===== src/rtl/uart_tx_arbiter_if.sv =====
// ---------------------------------------------------------------------------
// uart_tx_arbiter_if
//   Bundle between the byte producers / uart_byte_tx and the round-robin
//   arbiter that shares the transmitter.
//   req_valid/req_data/req_ready : N_REQ producer handshakes (byte i at [8i+7:8i])
//   Send_Go/Data/Baud_set        : start pulse, byte and baud select to uart_byte_tx
//   Tx_done                      : frame-complete pulse from uart_byte_tx
//   busy/grant_id/timeout_err    : arbiter status
//   master : producers + transmitter side, slave : arbiter side
// ---------------------------------------------------------------------------
interface uart_tx_arbiter_if #(
   parameter int N_REQ = 4
);
   logic [N_REQ-1:0]   req_valid;
   logic [8*N_REQ-1:0] req_data;
   logic [N_REQ-1:0]   req_ready;
   logic               Send_Go;
   logic [7:0]         Data;
   logic [2:0]         Baud_set;
   logic               Tx_done;
   logic               busy;
   logic [2:0]         grant_id;
   logic               timeout_err;

   modport master (
      output req_valid, req_data, Tx_done,
      input  req_ready, Send_Go, Data, Baud_set, busy, grant_id, timeout_err
   );

   modport slave (
      input  req_valid, req_data, Tx_done,
      output req_ready, Send_Go, Data, Baud_set, busy, grant_id, timeout_err
   );
endinterface


===== src/rtl/uart_tx_arbiter.sv =====
// ---------------------------------------------------------------------------
// uart_tx_arbiter
//   Round-robin arbiter sharing one uart_byte_tx between N_REQ byte sources.
//   A granted byte is latched onto Data, Send_Go and the winner's req_ready
//   pulse together, then the FSM waits for Tx_done (or a timeout) and holds
//   an inter-frame gap before arbitrating again.
//   Ports:
//     clk   : system clock
//     reset : synchronous, active-high
//     bus   : uart_tx_arbiter_if.slave (handshakes, transmitter, status)
// ---------------------------------------------------------------------------
module uart_tx_arbiter #(
   parameter int         N_REQ       = 4,
   parameter int         GAP_CYC     = 16,
   parameter int         TIMEOUT_CYC = 2000000,
   parameter logic [2:0] BAUD_CFG    = 3'd0
) (
   input  logic               clk,
   input  logic               reset,
   uart_tx_arbiter_if.slave   bus
);
   localparam int CW = $clog2(TIMEOUT_CYC + 1);
   localparam logic [CW-1:0] TO_LAST  = CW'(TIMEOUT_CYC - 1);
   // The IDLE arbitration cycle is part of the idle time, so GAP itself lasts
   // GAP_CYC-1 cycles: Send_Go lands GAP_CYC+1 cycles after Tx_done.
   localparam logic [CW-1:0] GAP_LAST = CW'((GAP_CYC > 1) ? GAP_CYC - 2 : 0);

   typedef enum logic [1:0] {
      S_IDLE, S_SEND, S_WAIT, S_GAP
   } state_t;

   state_t           r_state;
   logic [CW-1:0]    r_cnt;
   logic [2:0]       r_last;
   logic [2:0]       r_grant_id;
   logic [7:0]       r_data;
   logic             r_send_go;
   logic [N_REQ-1:0] r_req_ready;
   logic             r_timeout_err;

   logic             w_any;
   logic [2:0]       w_win;
   logic [7:0]       w_win_data;
   logic [CW-1:0]    w_cnt_nxt;

   // Search starts just after the last winner, so a requester holding valid
   // is served again only after every other active requester.
   always_comb begin
      w_any      = 1'b0;
      w_win      = '0;
      w_win_data = '0;
      for (int k = 1; k <= N_REQ; k++) begin
         for (int j = 0; j < N_REQ; j++) begin
            if (!w_any && bus.req_valid[j] && (j == (int'(r_last) + k) % N_REQ)) begin
               w_any = 1'b1;
               w_win = 3'(j);
            end
         end
      end
      for (int j = 0; j < N_REQ; j++) begin
         if (w_win == 3'(j)) w_win_data = bus.req_data[8*j +: 8];
      end
   end

   assign w_cnt_nxt = (r_cnt == '1) ? r_cnt : r_cnt + CW'(1);

   always_ff @(posedge clk) begin
      if (reset) begin
         r_state       <= S_IDLE;
         r_cnt         <= '0;
         r_last        <= 3'(N_REQ - 1);
         r_grant_id    <= '0;
         r_data        <= '0;
         r_send_go     <= 1'b0;
         r_req_ready   <= '0;
         r_timeout_err <= 1'b0;
      end else begin
         r_send_go     <= 1'b0;
         r_req_ready   <= '0;
         r_timeout_err <= 1'b0;
         r_cnt         <= w_cnt_nxt;
         case (r_state)
            S_IDLE: begin
               if (w_any) begin
                  r_state     <= S_SEND;
                  r_cnt       <= '0;
                  r_data      <= w_win_data;
                  r_grant_id  <= w_win;
                  r_last      <= w_win;
                  r_send_go   <= 1'b1;
                  r_req_ready <= N_REQ'(1) << w_win;
               end
            end
            S_SEND: begin
               r_state <= S_WAIT;
               r_cnt   <= '0;
            end
            S_WAIT: begin
               // Tx_done is checked first so it wins over a same-cycle timeout.
               if (bus.Tx_done) begin
                  r_state <= S_GAP;
                  r_cnt   <= '0;
               end else if (r_cnt >= TO_LAST) begin
                  r_timeout_err <= 1'b1;
                  r_state       <= S_GAP;
                  r_cnt         <= '0;
               end
            end
            S_GAP: begin
               if (r_cnt >= GAP_LAST) begin
                  r_state <= S_IDLE;
                  r_cnt   <= '0;
               end
            end
            default: begin
               r_state <= S_IDLE;
               r_cnt   <= '0;
            end
         endcase
      end
   end

   assign bus.Send_Go     = r_send_go;
   assign bus.req_ready   = r_req_ready;
   assign bus.Data        = r_data;
   assign bus.Baud_set    = BAUD_CFG;
   assign bus.busy        = (r_state != S_IDLE);
   assign bus.grant_id    = r_grant_id;
   assign bus.timeout_err = r_timeout_err;
endmodule

===== src/flat_wrapper.sv =====
// flat-port wrapper written by rule: the top's interface ports become plain ports
module uart_tx_arbiter_flat 
#(
   parameter int         N_REQ       = 4,
   parameter int         GAP_CYC     = 16,
   parameter int         TIMEOUT_CYC = 2000000,
   parameter logic [2:0] BAUD_CFG    = 3'd0
)
  (clk, reset, bus_req_valid, bus_req_data, bus_Tx_done, bus_req_ready, bus_Send_Go, bus_Data, bus_Baud_set, bus_busy, bus_grant_id, bus_timeout_err);
  uart_tx_arbiter_if #(.N_REQ(N_REQ)) bus_i ();
  input  logic clk;
  input  logic reset;
  input wire logic [$bits(bus_i.req_valid)-1:0] bus_req_valid;
  input wire logic [$bits(bus_i.req_data)-1:0] bus_req_data;
  input wire logic [$bits(bus_i.Tx_done)-1:0] bus_Tx_done;
  output wire logic [$bits(bus_i.req_ready)-1:0] bus_req_ready;
  output wire logic [$bits(bus_i.Send_Go)-1:0] bus_Send_Go;
  output wire logic [$bits(bus_i.Data)-1:0] bus_Data;
  output wire logic [$bits(bus_i.Baud_set)-1:0] bus_Baud_set;
  output wire logic [$bits(bus_i.busy)-1:0] bus_busy;
  output wire logic [$bits(bus_i.grant_id)-1:0] bus_grant_id;
  output wire logic [$bits(bus_i.timeout_err)-1:0] bus_timeout_err;
  assign bus_i.req_valid = bus_req_valid;
  assign bus_i.req_data = bus_req_data;
  assign bus_i.Tx_done = bus_Tx_done;
  assign bus_req_ready = bus_i.req_ready;
  assign bus_Send_Go = bus_i.Send_Go;
  assign bus_Data = bus_i.Data;
  assign bus_Baud_set = bus_i.Baud_set;
  assign bus_busy = bus_i.busy;
  assign bus_grant_id = bus_i.grant_id;
  assign bus_timeout_err = bus_i.timeout_err;
  uart_tx_arbiter #(.N_REQ(N_REQ), .GAP_CYC(GAP_CYC), .TIMEOUT_CYC(TIMEOUT_CYC), .BAUD_CFG(BAUD_CFG)) u_core (.clk(clk), .reset(reset), .bus(bus_i));
endmodule

===== config.mk =====
export PLATFORM = sky130hd
export DESIGN_NAME = uart_tx_arbiter_flat
export DESIGN_NICKNAME = d
export VERILOG_FILES = /design/src/rtl/uart_tx_arbiter_if.sv /design/src/rtl/uart_tx_arbiter.sv /design/src/flat_wrapper.sv
export SDC_FILE = /design/constraint.sdc
export NUM_CORES = 1
export LEC_CHECK = 0
export ABC_AREA = 0
export BUFFER_PORTS_ARGS = -buffer_cell sky130_fd_sc_hd__buf_2
export CAP_MARGIN = 10
export CELL_PAD_IN_SITES_DETAIL_PLACEMENT = 2
export CELL_PAD_IN_SITES_GLOBAL_PLACEMENT = 2
export CORE_UTILIZATION = 23
export DETAILED_ROUTE_END_ITERATION = 10
export PLACE_DENSITY = 0.68
export SLEW_MARGIN = 20
export SYNTH_ARGS = -nofsm -noshare
export SYNTH_HDL_FRONTEND = slang
export SYNTH_SLANG_ARGS = --single-unit

===== constraint.sdc =====
create_clock -name clk -period 3.19 [get_ports clk]
set_clock_uncertainty 0.15 [all_clocks]
set_input_delay 0.957 -clock clk [delete_from_list [all_inputs] [get_ports clk]]
set_output_delay 0.957 -clock clk [all_outputs]
set_load 0.01 [all_outputs]

==> summary.txt <==
Outcome
  • Status: finished, final reports clean

Route
  • Final Routed Wirelength: about 6.7 mm
  • DRC Markers: 0
  • Drt initial violations: 40
  • First-pass DRT Iterations: 4
  • Drt via density: around 4.8
  • Via Count: roughly 2,100
  • WL/cell: around 15 µm
  • Post-DRT Antenna Nets: 0

Logic synthesis
  • Post-synthesis sequential area ratio: 36.12%
  • Distinct cell type count after synthesis: between 40 and 50
  • Cell Area, Synth: 0.002272 mm²
  • Synth Area in Simple Gates: between 20% and 30%
  • Post-Syn Area per Cell: between 8 and 9 µm²
  • #FFs+latches synth: 41
  • Mux share of post-synthesis cell area: between 7 and 8%
  • Synthesized instance count: 265
  • Fraction of the mapped netlist area in compound gates: ~15%
  • Largest family of logic cells by synthesized area: simple AND/OR/NAND/NOR gates
  • Post-Synth Adder-Cell Area: 3.304%
  • XOR/XNOR share of the synthesized area: about 6.6%
  • YS warnings: 0

Final layout
  • Fill cells: roughly 1,100
  • Ant. Diodes: 0
  • Register area: 820.8 µm²
  • Commonest non-fill, non-tap cells in the layout: buf_2, dfxtp_1, nor2_1
  • Layout cells sized above 1: between 20% and 30%
  • Area taken by multi-input logic gates: between 0.001 and 0.0015 mm²
  • Area grow syn2layout: 23.79%
  • Nets: approximately 360
  • Commonest non-fill, non-tap cell in the layout: buf_2
  • Final Instance Area: 0.002813 mm²

Critical path
  • Startpoint types: primary input
  • CP Capture Type: register
  • WP data required: 3.23 ns
  • Type of the worst setup path: primary input to register
  • Arr. time, crit path: about 2.6 ns
  • CP max FO: 21

STA
  • Fmax: approximately 400 MHz
  • Endpoints failing setup: 0
  • Crit path time final: around 2.5 ns
  • Tcrit/Tclk final: ~79%
  • TNS Setup: 0 ns
  • RSZ-0062 raised after global routing: no
  • Fin. Hold Viols: 0
  • Fin. max-slew vios: 0

Clock tree
  • CTS tree: built
  • Worst-skew pair later-pin latency: 0.30 ns
  • Clock slew at reported path FFs: 0.10 ns
  • # resized after CTS: 0
  • H-tree depth: 2
  • Cts hold-fix bufs: 0
  • Sinks on Clock Net: 41
  • Clock root buffer: clkbuf_8
  • Total CTS buffers: 5
  • Post CTS Setup Buffer Count: 0
  • CTS Buffer Depth: 2

GRT
  • Pin count of the biggest net entering global routing: 23
  • Vias in the first global route: roughly 2,200
  • Initial antenna violation count: 0
  • GRT overflow: 0
  • First-pass GRT wire length: 10.74 mm
  • GRT Util Overall: 13.27%

Power
  • Overall power: 1.850 mW
  • Power per cell area: between 600 and 700 mW/mm²
  • Peak VDD IR: between 0.2 and 0.25 mV
  • Leak Pwr: between 1 and 1.5 nW

Placement
  • Dpl hpwl: 4.994 mm
  • IO Port Bufs: between 50 and 60
  • Placed instance area: between 0.002 and 0.003 mm²
  • Final GP Congestion: between 0.7 and 0.8

Floorplan
  • Initial Util: 24.13%
  • FP Rows: 35
  • # IOs: 60
  • Die height: approximately 100 µm
  • Die area: a little over 0.01 mm²
  • Core Box Area: between 0.009 and 0.01 mm²
  • Die X-Extent: roughly 100 µm

Min path
  • Min-delay worst type: register to register

Run
  • Maxcap violations: 0
-- area by class of cell --
type / count / share of cell area (%)
inverter: 6 / 0.8007
clock inverter: 3 / 2.447
timing repair buffer: 61 / 11.83
multi-input combinational: 203 / 47.55
tap: 129 / 5.738
sequential: 41 / 29.18
clock buffer: 5 / 2.447
-- synth_stat cells (all sizes together) --
cell type,instances,area (µm²)
nor4b,1,8.760
nand2b,8,50.05
nor2b,1,6.260
nand3,11,55.05
inv,6,22.52
or2,1,6.260
conb,1,3.750
mux2,7,78.82
a311oi,1,15.01
clkbuf,6,32.53
a211oi,8,70.06
o22a,1,10.01
nor3b,1,7.510
nor3,5,30.03
xnor2,5,43.79
nand4,6,37.54
dfxtp,41,820.8
nand2,30,112.6
nor2,34,127.6
nor4,6,52.55
and4bb,1,12.51
o31ai,2,15.01
o2111a,1,11.26
and4,4,36.29
nand4b,1,8.760
buf,12,86.33
ha,6,75.07
o211ai,8,60.06
and3,2,12.51
a211o,1,8.760
o21ai,4,20.01
a21oi,16,80.08
a32oi,1,8.760
xor2,12,105.1
a31oi,1,6.260
a2111o,3,33.78
mux2i,10,100.1
-- cell families (layout without fill, tap and decap cells) --
family,Yosys count,count (layout)
simple gates,112,112
compound gates,47,47
flops,41,41
buf+inv,24,75
xor+xnor,17,17
mux,17,17
fa+ha+maj,6,6
other cells,1,4
-- metal layers --
metal	global-route usage, %	share of wire [%]	up-vias
met4	4.013	1.2	0
met1	16.32	47	1040
li1	-	-	1037
met2	23.76	49	46
met5	0	0	-
met3	2.070	3.4	8
-- power by group --
part	switching [mW]	total, mW	internal, mW
sequential	0.0525	0.650	0.597
combinational	0.382	0.673	0.291
clock	0.212	0.528	0.316
-- worst max-delay path, stage by stage --
cell      delay [ns]
buf_2           0.12
or2_0           0.28
a311oi_4        0.36
buf_12          0.22
mux2_1          0.34
o211ai_1        0.18
a21oi_1         0.09
-- state kept, by name, summed over array words and instances (netlist names) --
name                    flops
u_core.bus.Data             8
u_core.bus.Send_Go          1
u_core.bus.grant_id         2
u_core.bus.req_ready        4
u_core.bus.timeout_err      1
u_core.r_cnt               21
u_core.r_last               2
u_core.r_state              2
-- per-stage QoR --
step	setup slack [ns]	util, %	hold WS (ns)	std cells
after detailed placement	0.3438	28.41	0.3013	440
after global placement	0.3970	28.41	0.2897	440
after global routing	0.5522	29.87	0.3443	448
final	0.6787	29.87	0.3152	448
after floorplan	0.6094	-	0.3294	268
after CTS	0.6634	29.87	0.3162	448
-- worst paths after layout --
check | start | to | slack [ns] | depth (start not counted)
setup reg to reg | u_core.r_cnt[1] | u_core.r_cnt[20] | 0.75 | 7
hold / removal | u_core.bus.Data[4] | u_core.bus.Data[4] | 0.32 | 2
setup / recovery | bus_req_valid[0] | u_core.bus.Data[2] | 0.68 | 7
hold reg to reg | u_core.bus.Data[4] | u_core.bus.Data[4] | 0.32 | 2
(Power assumes the default switching activity.)
